<file path="src/rtl/tmds_serializer_multi_if.sv">
// Word-input handshake bundle for tmds_serializer_multi.
//   i_data  : NCH packed lane words, lane k at [k*WORD_W +: WORD_W]
//   i_valid : i_data carries a word
//   o_ready : serializer can take i_data this cycle
// master = word producer (encoder side), slave = serializer.
interface tmds_serializer_multi_if #(
  parameter int unsigned WORD_W = 10,
  parameter int unsigned NCH    = 3
);
  logic [NCH*WORD_W-1:0] i_data;
  logic                  i_valid;
  logic                  o_ready;

  modport master (output i_data, output i_valid, input  o_ready);
  modport slave  (input  i_data, input  i_valid, output o_ready);
endinterface

</file>
<file path="src/rtl/tmds_serializer_multi.sv">
// Multi-lane word serializer for TMDS output paths.
// Takes one WORD_W-bit word per lane through a valid/ready handshake into a
// one-entry holding register and emits BITS_PER_CLK bits per lane per clock,
// LSB first. A missing word at a word boundary is replaced by IDLE_WORD and
// flags a sticky underflow (only after the first word has ever been taken).
// Ports:
//   i_clk           serial-side clock (bit clock / BITS_PER_CLK)
//   i_rst           synchronous reset, active high
//   s_in            word handshake (i_data / i_valid / o_ready)
//   o_tx            lane k slice at [k*BITS_PER_CLK +: BITS_PER_CLK]
//   o_word_start    o_tx carries the first slice of a word
//   o_underflow     sticky starvation flag
//   i_clr_underflow clears o_underflow (a simultaneous set wins)
module tmds_serializer_multi #(
  parameter int unsigned       WORD_W       = 10,
  parameter int unsigned       NCH          = 3,
  parameter int unsigned       BITS_PER_CLK = 2,
  parameter logic [WORD_W-1:0] IDLE_WORD    = 10'b1101010100
) (
  input  logic                         i_clk,
  input  logic                         i_rst,
  tmds_serializer_multi_if.slave       s_in,
  output logic [NCH*BITS_PER_CLK-1:0]  o_tx,
  output logic                         o_word_start,
  output logic                         o_underflow,
  input  logic                         i_clr_underflow
);

  localparam int unsigned PHASES = WORD_W / BITS_PER_CLK;
  localparam int unsigned PH_W   = (PHASES > 1) ? $clog2(PHASES) : 1;
  localparam logic [PH_W-1:0] LAST_PHASE = PH_W'(PHASES - 1);

  generate
    if ((WORD_W % BITS_PER_CLK) != 0) begin : g_bad_cfg
      $error("tmds_serializer_multi: BITS_PER_CLK must divide WORD_W");
    end
  endgenerate

  logic [PH_W-1:0]       phase;
  logic [WORD_W-1:0]     sh [NCH];
  logic [NCH*WORD_W-1:0] hold;
  logic                  hold_full;
  logic                  started;

  logic boundary;
  logic accept;
  logic starve;

  assign boundary     = (phase == LAST_PHASE);
  assign s_in.o_ready = !hold_full || boundary;
  assign accept       = s_in.i_valid && s_in.o_ready;
  assign starve       = boundary && !hold_full && !accept && started;
  assign o_word_start = (phase == '0);

  always_comb begin
    o_tx = '0;
    for (int unsigned k = 0; k < NCH; k++) begin
      o_tx[k*BITS_PER_CLK +: BITS_PER_CLK] = sh[k][BITS_PER_CLK-1:0];
    end
  end

  always_ff @(posedge i_clk) begin
    if (i_rst) begin
      phase       <= '0;
      hold_full   <= 1'b0;
      started     <= 1'b0;
      o_underflow <= 1'b0;
      for (int unsigned k = 0; k < NCH; k++) begin
        sh[k] <= IDLE_WORD;
      end
    end else begin
      phase <= boundary ? '0 : phase + PH_W'(1);

      // Writing hold on a bypass accept is harmless: hold_full stays 0.
      if (accept) begin
        hold    <= s_in.i_data;
        started <= 1'b1;
      end

      // At a boundary the buffer drains into sh; it stays occupied only when
      // it was full and a new word replaces it in the same cycle.
      hold_full <= boundary ? (hold_full && accept) : (hold_full || accept);

      for (int unsigned k = 0; k < NCH; k++) begin
        if (!boundary)
          sh[k] <= sh[k] >> BITS_PER_CLK;
        else if (hold_full)
          sh[k] <= hold[k*WORD_W +: WORD_W];
        else if (accept)
          sh[k] <= s_in.i_data[k*WORD_W +: WORD_W];
        else
          sh[k] <= IDLE_WORD;
      end

      if (starve)
        o_underflow <= 1'b1;
      else if (i_clr_underflow)
        o_underflow <= 1'b0;
    end
  end

endmodule

</file>
<file path="src/flat_wrapper.sv">
// flat-port wrapper written by rule: the top's interface ports become plain ports
module tmds_serializer_multi_flat 
#(
  parameter int unsigned       WORD_W       = 10,
  parameter int unsigned       NCH          = 3,
  parameter int unsigned       BITS_PER_CLK = 2,
  parameter logic [WORD_W-1:0] IDLE_WORD    = 10'b1101010100
)
  (i_clk, i_rst, o_tx, o_word_start, o_underflow, i_clr_underflow, s_in_i_data, s_in_i_valid, s_in_o_ready);
  tmds_serializer_multi_if #(.WORD_W(WORD_W), .NCH(NCH)) s_in_i ();
  input  logic i_clk;
  input  logic i_rst;
  output logic [NCH*BITS_PER_CLK-1:0] o_tx;
  output logic o_word_start;
  output logic o_underflow;
  input  logic i_clr_underflow;
  input wire logic [$bits(s_in_i.i_data)-1:0] s_in_i_data;
  input wire logic [$bits(s_in_i.i_valid)-1:0] s_in_i_valid;
  output wire logic [$bits(s_in_i.o_ready)-1:0] s_in_o_ready;
  assign s_in_i.i_data = s_in_i_data;
  assign s_in_i.i_valid = s_in_i_valid;
  assign s_in_o_ready = s_in_i.o_ready;
  tmds_serializer_multi #(.WORD_W(WORD_W), .NCH(NCH), .BITS_PER_CLK(BITS_PER_CLK), .IDLE_WORD(IDLE_WORD)) u_core (.i_clk(i_clk), .i_rst(i_rst), .s_in(s_in_i), .o_tx(o_tx), .o_word_start(o_word_start), .o_underflow(o_underflow), .i_clr_underflow(i_clr_underflow));
endmodule
</file>
<file path="config.mk">
export PLATFORM = sky130hd
export DESIGN_NAME = tmds_serializer_multi_flat
export DESIGN_NICKNAME = d
export VERILOG_FILES = /design/src/rtl/tmds_serializer_multi_if.sv /design/src/rtl/tmds_serializer_multi.sv /design/src/flat_wrapper.sv
export SDC_FILE = /design/constraint.sdc
export NUM_CORES = 1
export LEC_CHECK = 0
export ABC_AREA = 1
export BUFFER_PORTS_ARGS = -buffer_cell sky130_fd_sc_hd__buf_2
export CORE_UTILIZATION = 61
export DETAILED_ROUTE_END_ITERATION = 6
export PLACE_DENSITY = 0.84
export REMOVE_ABC_BUFFERS = 1
export SLEW_MARGIN = 20
export SYNTH_ARGS = -nofsm -noshare
export SYNTH_HDL_FRONTEND = slang
export SYNTH_SLANG_ARGS = --single-unit
</file>
<file path="constraint.sdc">
create_clock -name i_clk -period 3.9 [get_ports i_clk]
set_input_delay 0.78 -clock i_clk [delete_from_list [all_inputs] [get_ports i_clk]]
set_output_delay 0.78 -clock i_clk [all_outputs]
set_load 0.05 [all_outputs]
</file>
==> impl_metrics.csv <==
group,metric,value,unit
run_status,outcome,"completed",
routing,wire_per_inst,12.5,um
finish,layout_commonest_cell,"nand2_1",
sta,slew_violations,0,
clock_network,cts_made_buffers,9,
synthesis,syn_area,3040,sq um
finish,drive_gt1_share,18.3,%
clock_network,path_clk_slew,0.07,ns
sta,rsz0062_at_grt,"false",
finish,area_growth,16.7,%
floorplan,die_w,72.6,um
synthesis,ys_seq_area_share,63.3,%
sta,fmax,0.381,GHz
setup_path,worst-path-max-fanout,25,
routing,top_layer,"met4",
routing,via_per_inst,4.95,
setup_path,arrival,1.84,ns
sta,period_share,67.3,%
grt,grt_pass1_vias,2007,
power_and_ir_drop,irDropWorstVdd,0.351,mV
setup_path,start_kind,"flop",
power_and_ir_drop,total_power,1550,uW
grt,grt_pass1_wl,8.85,mm
clock_network,cts.repair.resized,0,
setup_path,reg2reg_depth,5,
place,pre_cts_slack,1.59,ns
sta,fin_hold_ws,0.459,ns
power_and_ir_drop,combPwrFrac,9.3,%
setup_path,r2r_end,"u_core.sh[1][4]$_SDFFCE_PP1P_",
sta,finalWorstSetupSlack,1.28,ns
synthesis,synth_top_area_cell,"edfxtp_1",
sta,fin_setup_tns,0,ns
power_and_ir_drop,clkPwrFrac,36.7,%
worst_hold_path,hold_end,"u_core.phase[0]$_SDFF_PP0_",
synthesis,ys_ff_latch,66,
finish,nets,403,
synthesis,yosysWarningCount,0,
routing,wl,5.51,mm
grt,grt_overflow,0,
floorplan,fp.dieH,72.6,um
power_and_ir_drop,leakage,0.00171,uW
routing,dr_wl_met2,2.70,mm
power_and_ir_drop,swShare,23.7,%
power_and_ir_drop,power_density,437,nW/um^2
place,routabilityCongestion,0.800,
clock_network,clock_latency,0.34,ns
worst_hold_path,hold_class,"reg -> reg",
worst_hold_path,worstHoldPathCells,1,
floorplan,dieArea,5270,sq um
clock_network,cts_sinks,66,
power_and_ir_drop,switchingPower,366,uW
synthesis,synth_edf_count,60,
clock_network,cts_root_buf,"clkbuf_8",
job,drv_cap,0,
finish,ff_latch_area,1920,sq um
place,io_buffers,42,
routing,first_pass_iters,6,
synthesis,synth_cells,300,
setup_path,ff2ff_setup_slack,1.70,ns
grt,antenna_found_initial,0,
synthesis,avgSynthCellArea,10.1,sq um
place,hpwl,3.60,mm
sta,finalCriticalPeriod,2.62,ns
synthesis,synth_flop_cell,"edfxtp_1",
synthesis,synth_cell_types,25,
power_and_ir_drop,seqPwrFrac,53.9,%
sta,final_hold_viol_count,0,
finish,final_cell_mix,"nand2_1, edfxtp_1, inv_1",
synthesis,synth.area.top_cells,"edfxtp_1, nand2_1, nand3_1",
clock_network,postCtsSetupBuffers,0,
setup_path,cp-end-kind,"primary output",
finish,final_util,74.6,%
setup_path,r2r_start,"u_core.hold_full$_SDFF_PP0_",
setup_path,setup.worst_path.class,"reg -> out",
routing,drt_iter0_markers,179,
setup_path,worstPathRequired,3.12,ns
sta,finClkSkew,0.00813,ns
sta,setup_violations,0,
sta,slew_headroom,29.6,%
routing,drt-met1-wl,2.38,mm
floorplan,start_util,63.9,%
finish,n_fill_cell,347,
floorplan,ios,43,
routing,vias,2173,
clock_network,clockBufferDepth,2,
grt,grt.total_usage,23.3,%
clock_network,cts_max_level,3,
finish,diodes,0,
power_and_ir_drop,cell_internal_pwr,1180,uW
routing,drc,0,
routing,ant_nets,0,
worst_hold_path,hp-start,"u_core.phase[0]$_SDFF_PP0_",
floorplan,fp.coreArea,4750,sq um
clock_network,cts_tree,"done",
routing,met3WireLength,296,um
floorplan,row_count,25,
clock_network,holdBufCountCts,0,
sta,worst_pin_slew,1.05,ns
finish,multiInputGateArea,931,sq um
grt,grt_max_degree,38,
synthesis,yosys.area.top_type_share,59.3,%
synthesis,async_reset_ff_share,0,%
==> state kept, by name, summed over array words and instances, names as in the netlist <==
| signal | count |
|---|---|
| u_core.hold | 30 |
| u_core.sh | 30 |
| u_core.started | 1 |
| u_core.phase | 3 |
| u_core.hold_full | 1 |
| u_core.o_underflow | 1 |
==> power by group through the flow <==
stage / logic [uW] / clock network [uW] / registers (uW)
floorplan: 81.4 / 0 / 861
global placement: 139 / 0 / 849
detailed placement: 144 / 0 / 850
CTS: 145 / 576 / 835
global route: 162 / 607 / 839
finish: 145 / 569 / 835
==> stage by stage <==
step	std cells	area (sq um)
after floorplan	313	3040
after global placement	423	3340
after detailed placement	423	3340
after CTS	439	3540
after global routing	439	3540
final	439	3540
==> cell families after synthesis <==
logic type / count (synthesis) / share of synthesized area, %
flops: 66 / 63.3
fa+ha+maj: 2 / 0.824
compound gates: 22 / 3.91
buf+inv: 66 / 9.76
xor+xnor: 1 / 0.288
other cells: 1 / 0.123
simple gates: 142 / 21.8
==> per-layer routing <==
layer	vias to the layer above	track usage [%]
li1	1084	-
met1	1007	28.5
met2	69	37.5
met3	13	6.08
met4	0	13.9
met5	-	0
==> worst max-delay path by stage <==
stage	endpoint	cells after the start	slack [ns]	start
2_1_floorplan	u_core.hold[0]$_DFFE_PP_	6	1.02	u_core.phase[0]$_SDFF_PP0_
3_3_place_gp	s_in_o_ready	2	1.70	u_core.hold_full$_SDFF_PP0_
3_5_place_dp	u_core.sh[2][4]$_DFFE_PP_	6	1.59	i_rst
4_1_cts	s_in_o_ready	2	1.28	u_core.hold_full$_SDFF_PP0_
5_1_grt	s_in_o_ready	2	1.17	u_core.hold_full$_SDFF_PP0_
6_report	s_in_o_ready	2	1.28	u_core.hold_full$_SDFF_PP0_
==> layout make-up <==
class                           count  share of cell area (%)
Timing Repair Buffer               43                    6.14
Clock buffer                       15                    5.58
Multi-Input combinational cell    197                    26.3
Clock inverter                      1                   0.141
Tap cell                           67                    2.36
Sequential cell                    66                    54.2
Inverter                           50                    5.29
==> critical path, stage by stage (launching register included) <==
cell     delay (ns)
dfxtp_1        1.01
nand2_1        0.22
buf_2          0.27
==> synth_stat cells (2+ instances only) <==
master / instances
buf_6: 2
a21oi_1: 4
nand3b_1: 9
inv_2: 3
nand3_1: 44
inv_1: 47
buf_4: 7
edfxtp_1: 60
buf_2: 6
o21ai_0: 9
nand2_4: 2
dfxtp_1: 6
nor2_1: 12
o21ai_1: 6
ha_1: 2
nand2_1: 72
No activity file was read; power rests on OpenSTA's default activity.
